### config.mk
export PLATFORM = sky130hd
export DESIGN_NAME = multicycle_sequencer
export DESIGN_NICKNAME = d
export VERILOG_FILES = /design/src/rtl/multicycle_sequencer.sv
export SDC_FILE = /design/constraint.sdc
export NUM_CORES = 1
export LEC_CHECK = 0
export ABC_AREA = 1
export CAP_MARGIN = 10
export CORE_MARGIN = 2
export CORE_UTILIZATION = 50
export DETAILED_ROUTE_END_ITERATION = 7
export PLACE_DENSITY_LB_ADDON = 0.3
export SYNTH_ARGS = -nofsm -noshare
export SYNTH_HDL_FRONTEND = slang
export SYNTH_SLANG_ARGS = --single-unit
### constraint.sdc
create_clock -name clk -period 2.45 [get_ports clk]
set_input_delay 0.735 -clock clk [delete_from_list [all_inputs] [get_ports clk]]
set_output_delay 0.735 -clock clk [all_outputs]
set_load 0.1 [all_outputs]
### src/rtl/multicycle_sequencer.sv
// multicycle_sequencer: FSM sequencing fetch/decode/exec/mem/writeback for an RV32I multi-cycle core
module multicycle_sequencer #(
    parameter int MEM_TIMEOUT = 16,
    parameter int CNT_W       = 32
) (
    input  logic             clk,
    input  logic             rst_n,
    output logic             imem_req_o,
    input  logic             imem_ready_i,
    output logic             ir_write_o,
    input  logic [6:0]       opcode_i,
    input  logic             dec_regwrite_i,
    input  logic             dec_memread_i,
    input  logic             dec_memwrite_i,
    input  logic             dec_branch_i,
    input  logic             dec_jump_i,
    input  logic             branch_taken_i,
    output logic             dmem_req_o,
    output logic             dmem_we_o,
    input  logic             dmem_ready_i,
    output logic             rf_we_o,
    output logic             pc_write_o,
    output logic [1:0]       pc_sel_o,
    output logic             retire_o,
    output logic [CNT_W-1:0] instret_o,
    output logic             trap_o,
    output logic             illegal_instr_o,
    output logic             bus_error_o,
    output logic [2:0]       state_dbg_o
);
    typedef enum logic [2:0] {
        S_RESET  = 3'd0,
        S_FETCH  = 3'd1,
        S_DECODE = 3'd2,
        S_EXEC   = 3'd3,
        S_MEM    = 3'd4,
        S_WB     = 3'd5,
        S_TRAP   = 3'd6
    } state_e;

    localparam int WW = $clog2(MEM_TIMEOUT + 2);

    state_e           state_q, state_d;
    logic [WW-1:0]    wait_q, wait_d;
    logic [CNT_W-1:0] instret_q, instret_d;
    logic             illegal_q, illegal_d;
    logic             bus_q, bus_d;
    logic             legal;
    logic             timeout;

    assign legal = opcode_i inside {7'b0110011, 7'b0010011, 7'b0000011, 7'b0100011,
                                    7'b1100011, 7'b0010111, 7'b0110111, 7'b1101111};
    assign timeout = (MEM_TIMEOUT != 0) && (wait_q == WW'(MEM_TIMEOUT));

    // Next state, handshake/strobe decode and sticky cause updates
    always_comb begin
        state_d    = state_q;
        illegal_d  = illegal_q;
        bus_d      = bus_q;
        imem_req_o = 1'b0;
        ir_write_o = 1'b0;
        dmem_req_o = 1'b0;
        dmem_we_o  = 1'b0;
        rf_we_o    = 1'b0;
        pc_write_o = 1'b0;
        pc_sel_o   = 2'b00;
        retire_o   = 1'b0;
        case (state_q)
            S_RESET: state_d = S_FETCH;
            S_FETCH: begin
                imem_req_o = 1'b1;
                if (imem_ready_i) begin
                    ir_write_o = 1'b1;
                    state_d    = S_DECODE;
                end else if (timeout) begin
                    bus_d   = 1'b1;
                    state_d = S_TRAP;
                end
            end
            S_DECODE: begin
                state_d   = legal ? S_EXEC : S_TRAP;
                illegal_d = illegal_q | ~legal;
            end
            S_EXEC: begin
                if (dec_memread_i || dec_memwrite_i) begin
                    state_d = S_MEM;
                end else if (dec_branch_i) begin
                    pc_write_o = 1'b1;
                    pc_sel_o   = {1'b0, branch_taken_i};
                    retire_o   = 1'b1;
                    state_d    = S_FETCH;
                end else begin
                    state_d = S_WB;
                end
            end
            S_MEM: begin
                dmem_req_o = 1'b1;
                dmem_we_o  = dec_memwrite_i;
                if (dmem_ready_i) begin
                    pc_write_o = dec_memwrite_i;
                    retire_o   = dec_memwrite_i;
                    state_d    = dec_memwrite_i ? S_FETCH : S_WB;
                end else if (timeout) begin
                    bus_d   = 1'b1;
                    state_d = S_TRAP;
                end
            end
            S_WB: begin
                rf_we_o    = dec_regwrite_i;
                pc_write_o = 1'b1;
                pc_sel_o   = dec_jump_i ? 2'b10 : 2'b00;
                retire_o   = 1'b1;
                state_d    = S_FETCH;
            end
            S_TRAP: state_d = S_TRAP;
            default: state_d = S_RESET;
        endcase
        wait_d    = (state_d != state_q) ? '0 : (imem_req_o || dmem_req_o) ? wait_q + WW'(1) : wait_q;
        instret_d = retire_o ? instret_q + CNT_W'(1) : instret_q;
    end

    // State, wait counter, retire counter and sticky flags
    always_ff @(posedge clk or negedge rst_n) begin
        if (!rst_n) begin
            state_q   <= S_RESET;
            wait_q    <= '0;
            instret_q <= '0;
            illegal_q <= 1'b0;
            bus_q     <= 1'b0;
        end else begin
            state_q   <= state_d;
            wait_q    <= wait_d;
            instret_q <= instret_d;
            illegal_q <= illegal_d;
            bus_q     <= bus_d;
        end
    end

    assign instret_o       = instret_q;
    assign trap_o          = (state_q == S_TRAP);
    assign illegal_instr_o = illegal_q;
    assign bus_error_o     = bus_q;
    assign state_dbg_o     = state_q;
endmodule

# Word-level counts from Yosys, hierarchy flattened
# Cells that the tools add are included.
# Widths: inputs -> output; s select.
classes:
  addsub: 2
  n_eq_ne: 18
  n_mux: 28
  bitwise: 2
  n_reduce_logical: 8
ops:
  columns: ["op", "n"]
  rows:
  - ["$add 32x1->32 const B", 1]
  - ["$eq 7x6->1 const B", 3]
  - ["$mux 3", 7]
  - ["$pmux 3 s6", 1]
  - ["$eq 7x5->1 const B", 2]
  - ["$eq 7x7->1 const B", 2]
  - ["$mux 1", 14]
  - ["$mux 5", 2]
  - ["$eq 3x3->1 const B", 3]
  - ["$reduce_bool 8->1", 1]
  - ["$eq 7x2->1 const B", 1]
  - ["$eq 3x2->1 const B", 2]
  - ["$add 5x1->5 const B", 1]
  - ["$eq 5x5->1 const B", 1]
  - ["$ne 2x2->1 const B", 2]
  - ["$pmux 2 s2", 1]
  - ["$reduce_bool 2->1", 2]
  - ["$eq 3x1->1 const B", 1]
  - ["$logic_not 3->1", 1]
  - ["$ne 3x3->1", 1]
  - ["$pmux 1 s3", 1]
  - ["$reduce_and 3->1", 1]
  - ["$logic_or 1x1->1", 2]
  - ["$mux 2", 1]
  - ["4 further kinds", 4]
word_totals:
  regBits: 42
  out_inout_bits: 47
  wordCells: 63

# Depth between registers and ports, before layout
logic_depth:
  depth_word: 6
  mapped_depth: 11

# Worst setup path after synthesis
# No wires, ideal clock.
synth_path:
  path_kind: "register -> output"
  startpoint: "reg state_q[0], in the netlist state_dbg_o[0]"
  endpoint: "out ir_write_o"
  arrival_time_ps: 3398
  setup_slack_ps: -1683
  stages_incl_launch_ff: 5
  n_path_buf: 0
  cell_sequence: "dfrtp_1 > nand2_1 > nor2_1 > nand2_1 > inv_1"
synth_via:
  elab_chain_cells: 2
synth_lines:
  columns: ["element", "line_no", "source"]
  rows:
  - ["from (decl)", "43", "state_e state_q, state_d;"]
  - ["from (signal assigned)", "131", "state_q <= state_d;"]
  - ["$eq 3x1->1", "68", "case (state_q)"]
  - ["$mux 1", "68", null]
  - ["to (decl)", "10", "output logic ir_write_o,"]
# Every way passes these cells.

# Final worst setup path
layout_path:
  startpoint: "in dec_memwrite_i"
  endpoint: "out pc_write_o"
layout_via:
  elab_chain_cells: 3
  elab_cells_between_ends: 4
  classes_between: "mux: 3; reduce/logical: 1"
layout_lines:
  columns: ["element", "line_no", "source"]
  rows:
  - ["from (decl)", "14", "input logic dec_memwrite_i,"]
  - ["$logic_or 1x1->1", "85", "if (dec_memread_i || dec_memwrite_i) begin"]
  - ["$mux 1", "85", null]
  - ["$pmux 1 s3 *", "68", null]
  - ["to (decl)", "22", "output logic pc_write_o,"]
# Mark *: on every way between the ends. The rest lies on a longest branch, timed or not.

==> run_results.csv <==
group,metric,value,unit
power_and_ir_drop,power_density,946,mW/mm2
routing,routed_via_density,5.19,
routing,vias,2706,
floorplanning,start_util,0.519,
timing,hold_violations,0,
cts,cts.path.max_buffers,2,
timing,slew_viol_final,0,
timing,fmax,419,MHz
timing,max_slew_margin,0.594,
routing,drt.antenna.violating_nets,0,
timing,rsz0062_at_grt,"no",
yosys,syn_area_per_cell,7.07,um2
placement,port_buffers,63,
timing,fin_crit,2.39,ns
yosys,yosysWarnings,0,
layout,drive_gt1_frac,0.193,
critical_path,crit_path_max_fanout,4,
cts,cts_buffers,5,
layout,nets,470,
run,drv_cap,0,
power_and_ir_drop,total_power,0.00341,W
cts,postCtsHoldBufs,0,
critical_path,r2r_end,"instret_o[14]$_DFFE_PN0P_",
timing,setup_viol,0,
floorplanning,die_y,77.0,um
layout,fill_cells,457,
routing,drt_wl_total,6830,um
global_route,grt_pass1_wl,12000,um
cts,cts_sinks,42,
floorplanning,die_w,77.0,um
yosys,synthDistinctLibCells,28,
layout,areaGrowthSynthToFinish,35.4,%
layout,diodes,0,
global_route,grt_pass1_vias,2756,
placement,place_hpwl,5350,um
placement,place.gp.congestion,0.910,
power_and_ir_drop,ir_drop,0.00105,V
global_route,grt.overflow.total,0,
floorplanning,core_region_area,0.00514,mm2
critical_path,crit_path_end_kind,"output port",
cts,clk_latency,0.31,ns
placement,dp.cells,511,
yosys,synth_nets,397,
yosys,yosysSeqAreaShare,0.394,
layout,mostFrequentLayoutCells,"nand2_1 (124), inv_1 (48), buf_4 (45)",
critical_path,rrSetupSlack,0.30,ns
critical_path,start_kind,"primary input",
yosys,syn_area,0.00267,mm2
global_route,grt_usage,0.250,
timing,finClkSkew,0.0151,ns
timing,fin_crit_sh,0.974,
cts,cts-root-buf,"clkbuf_8",
floorplanning,io_pins,64,
timing,whs,0.434,ns
floorplanning,num_rows,26,
critical_path,r2r_cells,9,
critical_path,r2r_start,"state_dbg_o[0]$_DFF_PN0_",
critical_path,critPathArrivalTime,1.65,ns
yosys,ys_ff_latch,42,
critical_path,cp.required,1.71,ns
critical_path,startpoint,"dec_memwrite_i",
cts,cts_tree,"done",
routing,drc,0,
global_route,grt_max_degree,30,
cts,cts_max_level,2,
floorplanning,dieArea,0.00593,mm2
cts,clkTransAtPathRegs,0.08,ns
layout,fin_cells,521,
routing,avgRoutedWirePerCell,13.1,um
routing,drt_iter0_markers,143,
min_path,hold_path_class,"in -> async",
power_and_ir_drop,p_leak,1.72,nW
yosys,synthCells,377,
critical_path,path_class,"in -> out",
timing,setup_tns,0,ns
layout,final_common_cell,"nand2_1",
timing,worst_pin_slew,0.609,ns
outcome,status,"finished clean",
routing,dr.pass1.iters,5,
global_route,grt_antenna_before_repair,0,
worst max-delay path, stage by stage:
cell and delay [ns]:
dlygate4sd2_1 0.26, nor2_2 0.18, nand3_4 0.15, nand2_8 0.14, buf_12 0.18
metal layers:
metal | global-route usage | routed length [um] | vias up
li1 | - | - | 1322
met1 | 0.293 | 2760 | 1258
met2 | 0.448 | 3450 | 95
met3 | 0.0494 | 371 | 31
met4 | 0.100 | 245 | 0
met5 | 0 | 0 | -
area by class of cell:
type	count	area (um2)	area share
multi-input cells	279	1440	0.398
flip-flops and latches	42	1060	0.294
repair buffers	71	692	0.192
inverters	51	195	0.0541
well taps	70	87.6	0.0243
clock buffers	5	68.8	0.0191
clock inverters	3	68.8	0.0191
how the worst max path moves through the flow:
stage	to	slack [ns]	cells after the start
5_1_grt	pc_write_o	0.01	5
2_1_floorplan	pc_sel_o[0]	-0.21	4
6_report	pc_write_o	0.06	5
3_3_place_gp	pc_write_o	-0.21	5
4_1_cts	pc_write_o	0.0009	4
3_5_place_dp	pc_write_o	-0.22	5
synthesized netlist by cell type:
library cell  instances  share of area
xnor2_1               7          0.023
buf_2                 2         0.0038
o21a_1                1         0.0028
ha_1                  3          0.014
o21ai_0              15          0.028
a21boi_0              1         0.0028
nor2_1               39          0.055
o21bai_1              1         0.0028
nor3_4                1         0.0061
and3_1                1         0.0023
inv_1                50          0.070
nand2_2               2         0.0047
buf_4                 2         0.0056
xor2_1               22          0.072
a21oi_1               1         0.0019
dfrtp_1              42           0.39
inv_2                 1         0.0014
nand3_1              22          0.041
nand2_1             125           0.18
nor3b_1               2         0.0056
nor3_2                1         0.0038
nor2_4                1         0.0042
buf_6                 1         0.0042
nand3b_1              2         0.0056
nand2_4               2         0.0084
nor2_2                2         0.0047
nor3_1               23          0.043
nand4_1               5          0.012
timing repair:
item                                    4_1_cts  5_1_grt
buffers inserted                              2        0
endpoints found under the setup margin        3        3
resized for setup                             5        4
pin swaps                                     4        1
metrics by stage:
step,worst slack [ns],area (um2),util
after global routing,0.0110,3610,0.703
final,0.0638,3610,0.703
after global placement,-0.207,3430,0.667
after detailed placement,-0.218,3430,0.667
after CTS,0.000871,3590,0.698
after floorplan,-0.205,2720,-
power breakdown:
| part | switching [W] | internal, W |
|---|---|---|
| logic | 0.00138 | 0.000477 |
| clock network | 0.000250 | 0.000408 |
| registers | 0.000116 | 0.000787 |
state kept, by name, summed over array words and instances, names as in the netlist:
signal / cells
bus_error_o: 1
illegal_instr_o: 1
wait_q: 5
instret_o: 32
state_dbg_o: 3
kinds of logic after synthesis:
logic type / share of synthesized area
DFF: 0.394
AOI/OAI and AO/OA: 0.0385
and+or+nand+nor: 0.373
buffers and inverters: 0.0854
adders and majority gates: 0.0141
xor gates and xnor gates: 0.0953
No activity file was read; power rests on OpenSTA's default activity.
